**src/rtl/btn_toggle_pkg.sv**
```systemverilog
// Shared types and helpers for the push-button toggle conditioner.
package btn_toggle_pkg;

   typedef enum logic [1:0] {
      IDLE         = 2'd0,
      PRESS_WAIT   = 2'd1,
      HELD         = 2'd2,
      RELEASE_WAIT = 2'd3
   } btn_state_t;

   function automatic int max3(input int a, input int b, input int c);
      int m;
      m = (a > b) ? a : b;
      return (m > c) ? m : c;
   endfunction

endpackage

```
**src/rtl/btn_toggle_conditioner_sync_2ff.sv**
```systemverilog
// 1-bit two-flop synchronizer with synchronous active-high reset to 0.
module sync_2ff (
   input  logic clk,
   input  logic reset,
   input  logic d,
   output logic q
);

   logic meta;

   always_ff @(posedge clk) begin
      if (reset) begin
         meta <= 1'b0;
         q    <= 1'b0;
      end else begin
         meta <= d;
         q    <= meta;
      end
   end

endmodule

```
**src/rtl/btn_toggle_conditioner.sv**
```systemverilog
// Turns a raw bouncing push-button into a one-cycle toggle pulse plus a debounced level.
// Optional auto-repeat while held is compiled in with BTN_TOGGLE_AUTOREPEAT_EN.
module btn_toggle_conditioner
   import btn_toggle_pkg::*;
#(
   parameter int DEBOUNCE_CYCLES = 16,
   parameter int HOLD_CYCLES     = 64,
   parameter int REPEAT_CYCLES   = 16
) (
   input  logic clk,
   input  logic reset,
   input  logic btn_raw,
   output logic t,
   output logic btn_level,
   output logic busy
);

   localparam int CNT_W = $clog2(max3(DEBOUNCE_CYCLES, HOLD_CYCLES, REPEAT_CYCLES)) + 1;

   localparam logic [CNT_W-1:0] CNT_ONE  = CNT_W'(1);
   localparam logic [CNT_W-1:0] DEB_LAST = CNT_W'(DEBOUNCE_CYCLES - 1);
`ifdef BTN_TOGGLE_AUTOREPEAT_EN
   localparam logic [CNT_W-1:0] HOLD_LAST = CNT_W'(HOLD_CYCLES - 1);
   localparam logic [CNT_W-1:0] REP_LAST  = CNT_W'(REPEAT_CYCLES - 1);
`endif

   logic             btn_sync;
   btn_state_t       state_q, state_d;
   logic [CNT_W-1:0] cnt_q, cnt_d, cnt_inc;
   logic             t_d;
`ifdef BTN_TOGGLE_AUTOREPEAT_EN
   // Set once the first hold pulse has fired; selects the shorter repeat period.
   logic             rep_q, rep_d;
`endif

   sync_2ff u_sync (
      .clk   (clk),
      .reset (reset),
      .d     (btn_raw),
      .q     (btn_sync)
   );

   assign cnt_inc = (cnt_q == {CNT_W{1'b1}}) ? cnt_q : cnt_q + 1'b1;

   always_comb begin
      state_d = state_q;
      cnt_d   = cnt_q;
      t_d     = 1'b0;
`ifdef BTN_TOGGLE_AUTOREPEAT_EN
      rep_d   = rep_q;
`endif
      case (state_q)
         IDLE: begin
            cnt_d = '0;
            if (btn_sync) begin
               state_d = PRESS_WAIT;
               cnt_d   = CNT_ONE;
            end
         end
         PRESS_WAIT: begin
            if (!btn_sync) begin
               state_d = IDLE;
               cnt_d   = '0;
            end else if (cnt_q == DEB_LAST) begin
               state_d = HELD;
               t_d     = 1'b1;
               cnt_d   = '0;
`ifdef BTN_TOGGLE_AUTOREPEAT_EN
               rep_d   = 1'b0;
`endif
            end else begin
               cnt_d = cnt_inc;
            end
         end
         HELD: begin
            if (!btn_sync) begin
               state_d = RELEASE_WAIT;
               cnt_d   = CNT_ONE;
            end else begin
`ifdef BTN_TOGGLE_AUTOREPEAT_EN
               if ((!rep_q && cnt_q == HOLD_LAST) || (rep_q && cnt_q == REP_LAST)) begin
                  t_d   = 1'b1;
                  cnt_d = '0;
                  rep_d = 1'b1;
               end else begin
                  cnt_d = cnt_inc;
               end
`else
               cnt_d = '0;
`endif
            end
         end
         RELEASE_WAIT: begin
            // The entry cycle already counted as one low sample.
            if (btn_sync) begin
               state_d = HELD;
               cnt_d   = '0;
`ifdef BTN_TOGGLE_AUTOREPEAT_EN
               rep_d   = 1'b0;
`endif
            end else if (cnt_q == DEB_LAST) begin
               state_d = IDLE;
               cnt_d   = '0;
            end else begin
               cnt_d = cnt_inc;
            end
         end
         default: begin
            state_d = IDLE;
            cnt_d   = '0;
         end
      endcase
   end

   // Outputs are registered from the next state so they change with the state register.
   always_ff @(posedge clk) begin
      if (reset) begin
         state_q   <= IDLE;
         cnt_q     <= '0;
         t         <= 1'b0;
         btn_level <= 1'b0;
         busy      <= 1'b0;
`ifdef BTN_TOGGLE_AUTOREPEAT_EN
         rep_q     <= 1'b0;
`endif
      end else begin
         state_q   <= state_d;
         cnt_q     <= cnt_d;
         t         <= t_d;
         btn_level <= (state_d == HELD) || (state_d == RELEASE_WAIT);
         busy      <= (state_d == PRESS_WAIT) || (state_d == RELEASE_WAIT);
`ifdef BTN_TOGGLE_AUTOREPEAT_EN
         rep_q     <= rep_d;
`endif
      end
   end

endmodule

```
**config.mk**
```make
export PLATFORM = sky130hd
export DESIGN_NAME = btn_toggle_conditioner
export DESIGN_NICKNAME = d
export VERILOG_FILES = /design/src/rtl/btn_toggle_pkg.sv /design/src/rtl/btn_toggle_conditioner_sync_2ff.sv /design/src/rtl/btn_toggle_conditioner.sv
export SDC_FILE = /design/constraint.sdc
export NUM_CORES = 1
export LEC_CHECK = 0
export CORE_AREA = 2 2 39 41
export CTS_CLUSTER_SIZE = 12
export DETAILED_ROUTE_END_ITERATION = 16
export DIE_AREA = 0 0 41 43
export HOLD_SLACK_MARGIN = 0.06
export PLACE_DENSITY_LB_ADDON = 0.05
export SLEW_MARGIN = 25
export SYNTH_ARGS = -nofsm -noshare
export SYNTH_HDL_FRONTEND = slang
export SYNTH_SLANG_ARGS = --single-unit
```
**constraint.sdc**
```tcl
create_clock -name clk -period 2.8 [get_ports clk]
set_input_delay 0.7 -clock clk [delete_from_list [all_inputs] [get_ports clk]]
set_output_delay 0.7 -clock clk [all_outputs]
set_load 0.01 [all_outputs]
```
# After elaboration in Yosys (flattened, before gate mapping)
# Index checks and enable logic that the tools add are counted.
[totals]
ff_bits = 14
latchBits = 0
ramBits = 0
mem_bits_ro = 0
inputBits = 3
output_inout_bits = 3
wordCells = 37
memories = 0
[op_classes]
addsub = 1
mul = 0
n_div = 0
order_cmp = 0
eq_ne = 8
shift = 0
n_mux = 15
n_bitwise = 2
n_reduce_logical = 4
[op_table]
columns = ["operator", "count"]
rows = [
  ["$mux W7", 4],
  ["$pmux W7 S4", 1],
  ["$mux W2", 6],
  ["$eq A2 B2 Y1 const B", 4],
  ["$pmux W2 S4", 1],
  ["$add A7 B1 Y7 const B", 1],
  ["$eq A7 B4 Y1 const B", 1],
  ["$eq A7 B7 Y1 const B", 1],
  ["$eq A2 B1 Y1 const B", 2],
  ["$mux W1", 3],
  ["$reduce_or A3 Y1", 1],
  ["$logic_not A2 Y1", 1],
  ["$logic_or A1 B1 Y1", 2],
  ["$not A1 Y1", 2],
]

# Longest topological paths before layout
[depth]
ltp_word = 6
ltp_mapped = 5

# Hierarchy
# Synthesis repeated with hierarchy kept, for this count alone.
[hier_totals]
cells_unflattened = 54
area_unflattened_um2 = 546.8
[by_module_without_submodules]
columns = ["mod", "n_inst", "cells_per_inst", "area_per_inst_um2", "seq_area_each_um2"]
rows = [
  ["btn_toggle_conditioner", 1, 50, 494.2, 220.2],
  ["sync_2ff", 1, 4, 52.6, 40.0],
]

# Worst setup path before layout
# OpenSTA, ideal clock, no wires.
[synth_timing]
path_type = "reg-to-reg"
from = "register cnt_q[0]"
to = "register t"
setup_time_ns = 0.096
arrival_ns = 1.207
slack_ns = 1.497
stages_incl_launch_ff = 6
cell_sequence = "dfxtp_1 ha_1 and3_1 buf_2 nand3_1 nor4b_1"
[synth_between]
elab_chain_len = 2
[synth_lines]
columns = ["item", "line_no", "rtl"]
rows = [
  ["start: declaration", "btn_toggle_conditioner.sv:29", "logic [CNT_W-1:0] cnt_q, cnt_d, cnt_inc;"],
  ["start signal: assignment", "btn_toggle_conditioner.sv:128", "cnt_q <= cnt_d;"],
  ["$eq A7 B4 Y1", "btn_toggle_conditioner.sv:64", "end else if (cnt_q == DEB_LAST) begin"],
  ["$mux W1", "btn_toggle_conditioner.sv:64", ""],
  ["end signal: assignment", "btn_toggle_conditioner.sv:129", "t <= t_d;"],
  ["end: declaration", "btn_toggle_conditioner.sv:13", "output logic t,"],
]
# No other way between the ends.
# A chain may end at the register's enable or synchronous reset.

# Worst setup path in the final report
[layout_timing]
from = "register btn_level"
to = "output btn_level"
[layout_lines]
columns = ["item", "line_no", "rtl"]
rows = [
  ["start: declaration", "btn_toggle_conditioner.sv:14", "output logic btn_level,"],
  ["start signal: assignment", "btn_toggle_conditioner.sv:130", "btn_level <= (state_d == HELD) || (state_d == RELEASE_WAIT);"],
]
# No word-level cell between the ends.

==> results.json <==
{
  "status": "finished, final reports clean",
  "clk_path_buf_depth": 2,
  "clk_pin_slew_ns": 0.08,
  "cts-root-buf": "clkbuf_4",
  "tightest_slew_ns": 0.4037,
  "die-area_sq_mm": 0.001763,
  "vias_per_cell": 5.500,
  "power_frac_seq_pct": 60.8,
  "setup.worst_path.start_class": "flip-flop",
  "syn_avg_cell_area_sq_um": 9.558,
  "postCtsResizedCells": 0,
  "cts_buffers": 3,
  "synth_top_cell_area_share_pct": 44.64,
  "syn_area_sq_um": 583.1,
  "slew_violations": 0,
  "cp.required_ns": 2.10,
  "p_per_area_mw_per_mm2": 468.4,
  "synth_cell_types": 28,
  "cts_tree": "yes",
  "switching_share_pct": 20.32,
  "fp.dieW_microns": 41,
  "hpwl_microns": 792.6,
  "drtIter0Drc": 8,
  "ys_seq_area_share_pct": 44.64,
  "critPathArrivalTime_ns": 1.23,
  "async_reset_ff_share_pct": 0,
  "leakagePower_nw": 0.2211,
  "gp_congestion": 0.7395,
  "drive_gt1_share_pct": 10.29,
  "grt_pass1_wl_microns": 1780,
  "p_clk_share_pct": 36.4,
  "ys.flop_type": "dfxtp_1",
  "finalHoldViolCount": 0,
  "internal-power_uw": 247.5,
  "synth_edf_count": 0,
  "holdCritPathClass": "flip-flop to flip-flop",
  "finalNonFillerCells": 84,
  "skew_ns": 0.001723,
  "via_count": 462,
  "fin_setup_tns_ns": 0,
  "synth_nets": 65,
  "rsz0062_at_grt": "no",
  "first_pass_iters": 4,
  "start_util_pct": 42.13,
  "postCtsSetupBuffers": 0,
  "synth_top_area_cell": "dfxtp_1",
  "grt_use_total_pct": 15.15,
  "finalSetupViolations": 0,
  "antenna_left": 0,
  "drc": 0,
  "ys_warn_count": 0,
  "ys_seq_elements": 13,
  "relSlewSlack_pct": 72.88,
  "cp_cell_sequence": "clkdlybuf4s50_1",
  "critical_path.top_delay_family": "buffers and inverters",
  "dpl.cell_count": 80,
  "final_nets": 73,
  "ys_top_cells_by_area": "dfxtp_1, nor2b_1, a2111oi_4",
  "wirelength_microns": 1073,
  "slowest_stage": "clkdlybuf4s50_1",
  "grt_max_degree": 10,
  "grt_pass1_vias": 441,
  "die_height_microns": 43,
  "max_stage_delay_ns": 0.57,
  "max-vdd-ir-drop_mv": 0.2184,
  "syn_inst": 61,
  "cts.sinks": 13,
  "power_uw": 310.6,
  "worstSetupPathType": "flip-flop to output port",
  "clk_latency_ns": 0.27,
  "cp.buffers_inverters": 1,
  "htree_levels": 1,
  "post-route-period-util_pct": 69.05,
  "wl_per_cell_microns": 12.77,
  "path_max_fanout": 4,
  "grt-ovfl-total": 0,
  "rows": 14,
  "antenna_found_initial": 0,
  "ctsHoldBuffers": 0,
  "core_sq_mm": 0.001384,
  "io_pins": 6,
  "finalCriticalPeriod_ns": 1.933,
  "syn_to_final_growth_pct": 13.73,
  "antenna_cells": 0,
  "portBuffers": 5,
  "p_comb_share_pct": 2.8,
  "cap_violations": 0,
  "p_switching_uw": 63.12,
  "end_kind": "output port",
  "fmax_ghz": 0.5172
}
worst register-to-register path, delay by kind of cell (launching register included):
family / cells / cell delay (ns)
flops: 1 / 0.43
fa+ha+maj: 1 / 0.26
simple gates: 3 / 0.77
per-layer routing:
layer / up-vias / part of all wire, % / GRT usage [%]
met5: - / 0 / 0
met4: 0 / 0.93 / 10.00
met3: 2 / 2.6 / 3.141
met2: 6 / 49 / 21.25
met1: 215 / 48 / 20.00
li1: 239 / - / -
cells in the mapped netlist, types with 2 or more instances:
library cell / number
nor3_1: 2
and3_1: 2
nor2_1: 2
nand4_1: 2
nand2_1: 5
a311oi_1: 2
nor2b_1: 5
nand3_1: 5
dfxtp_1: 13
a21oi_1: 5
cell usage in the layout, fill, tap and decap left out:
cell type	synthesis	layout
nand2_1	5	5
ha_1	1	1
dfxtp_1	13	13
a31oi_1	1	1
a221oi_1	1	1
xor2_1	1	1
nor4b_1	1	1
or2_2	1	1
nand3_1	5	5
clkdlybuf4s50_1	0	5
a311oi_1	2	2
a21oi_1	5	5
nor2b_1	5	5
nor3_1	2	2
o31ai_1	1	1
o32ai_1	1	1
nand2b_1	1	1
and3_2	1	1
nand4_1	2	2
and3_1	2	2
or3_4	1	1
xnor2_1	1	1
clkbuf_4	0	3
inv_1	1	1
nor2_1	2	2
a2111oi_4	1	1
and2_1	1	1
clkbuf_1	0	1
nor3b_1	1	1
metrics by stage:
step	hold WS [ns]	instance area (sq um)	worst slack, ns	utilization (%)
after floorplan	0.4138	583.1	1.497	-
after global placement	0.4590	636.9	0.9076	46.02
after detailed placement	0.4529	636.9	0.8867	46.02
after CTS	0.4719	663.1	0.8478	47.92
after global routing	0.4881	663.1	0.8203	47.92
final	0.4665	663.1	0.8666	47.92
registers in the layout (all words and copies together) (netlist names):
| register | flops |
|---|---|
| cnt_q | 7 |
| btn_level | 1 |
| busy | 1 |
| state_q | 1 |
| t | 1 |
| u_sync.meta | 1 |
| u_sync.q | 1 |
power groups by stage:
stage | clock, mW | combinational (mW) | sequential (mW)
after detailed placement | 0 | 0.00868 | 0.193
after global placement | 0 | 0.00869 | 0.193
final | 0.113 | 0.00864 | 0.189
after floorplan | 0 | 0.00353 | 0.193
after global routing | 0.126 | 0.00948 | 0.189
after CTS | 0.120 | 0.00874 | 0.189
kinds of logic (layout without fill, tap and decap cells):
group,after synthesis,in the layout,synth area share (%)
AOI/OAI and AO/OA,12,12,17.38
xor gates and xnor gates,2,2,3.005
buffers and inverters,3,10,3.432
adders and majority gates,1,1,2.146
DFF,13,13,44.64
and+or+nand+nor,30,30,29.40
area by class of cell:
class	instances	area, sq um
multi-input combinational	45	302.8
clock buffer	4	26.28
tap	16	20.02
fill	135	720.7
inverter	1	3.754
sequential	13	260.3
timing repair buffer	5	50.05
final timing paths:
check	startpoint	to	slack (ns)	cells after the start
max	btn_level$_SDFF_PP0_	btn_level	0.87	1
min	u_sync.meta$_SDFF_PP0_	u_sync.q$_SDFF_PP0_	0.47	1
max reg2reg	cnt_q[0]$_SDFF_PP0_	t$_SDFF_PP0_	1.24	4
min reg2reg	u_sync.meta$_SDFF_PP0_	u_sync.q$_SDFF_PP0_	0.47	1
No activity file was read; power rests on OpenSTA's default activity.
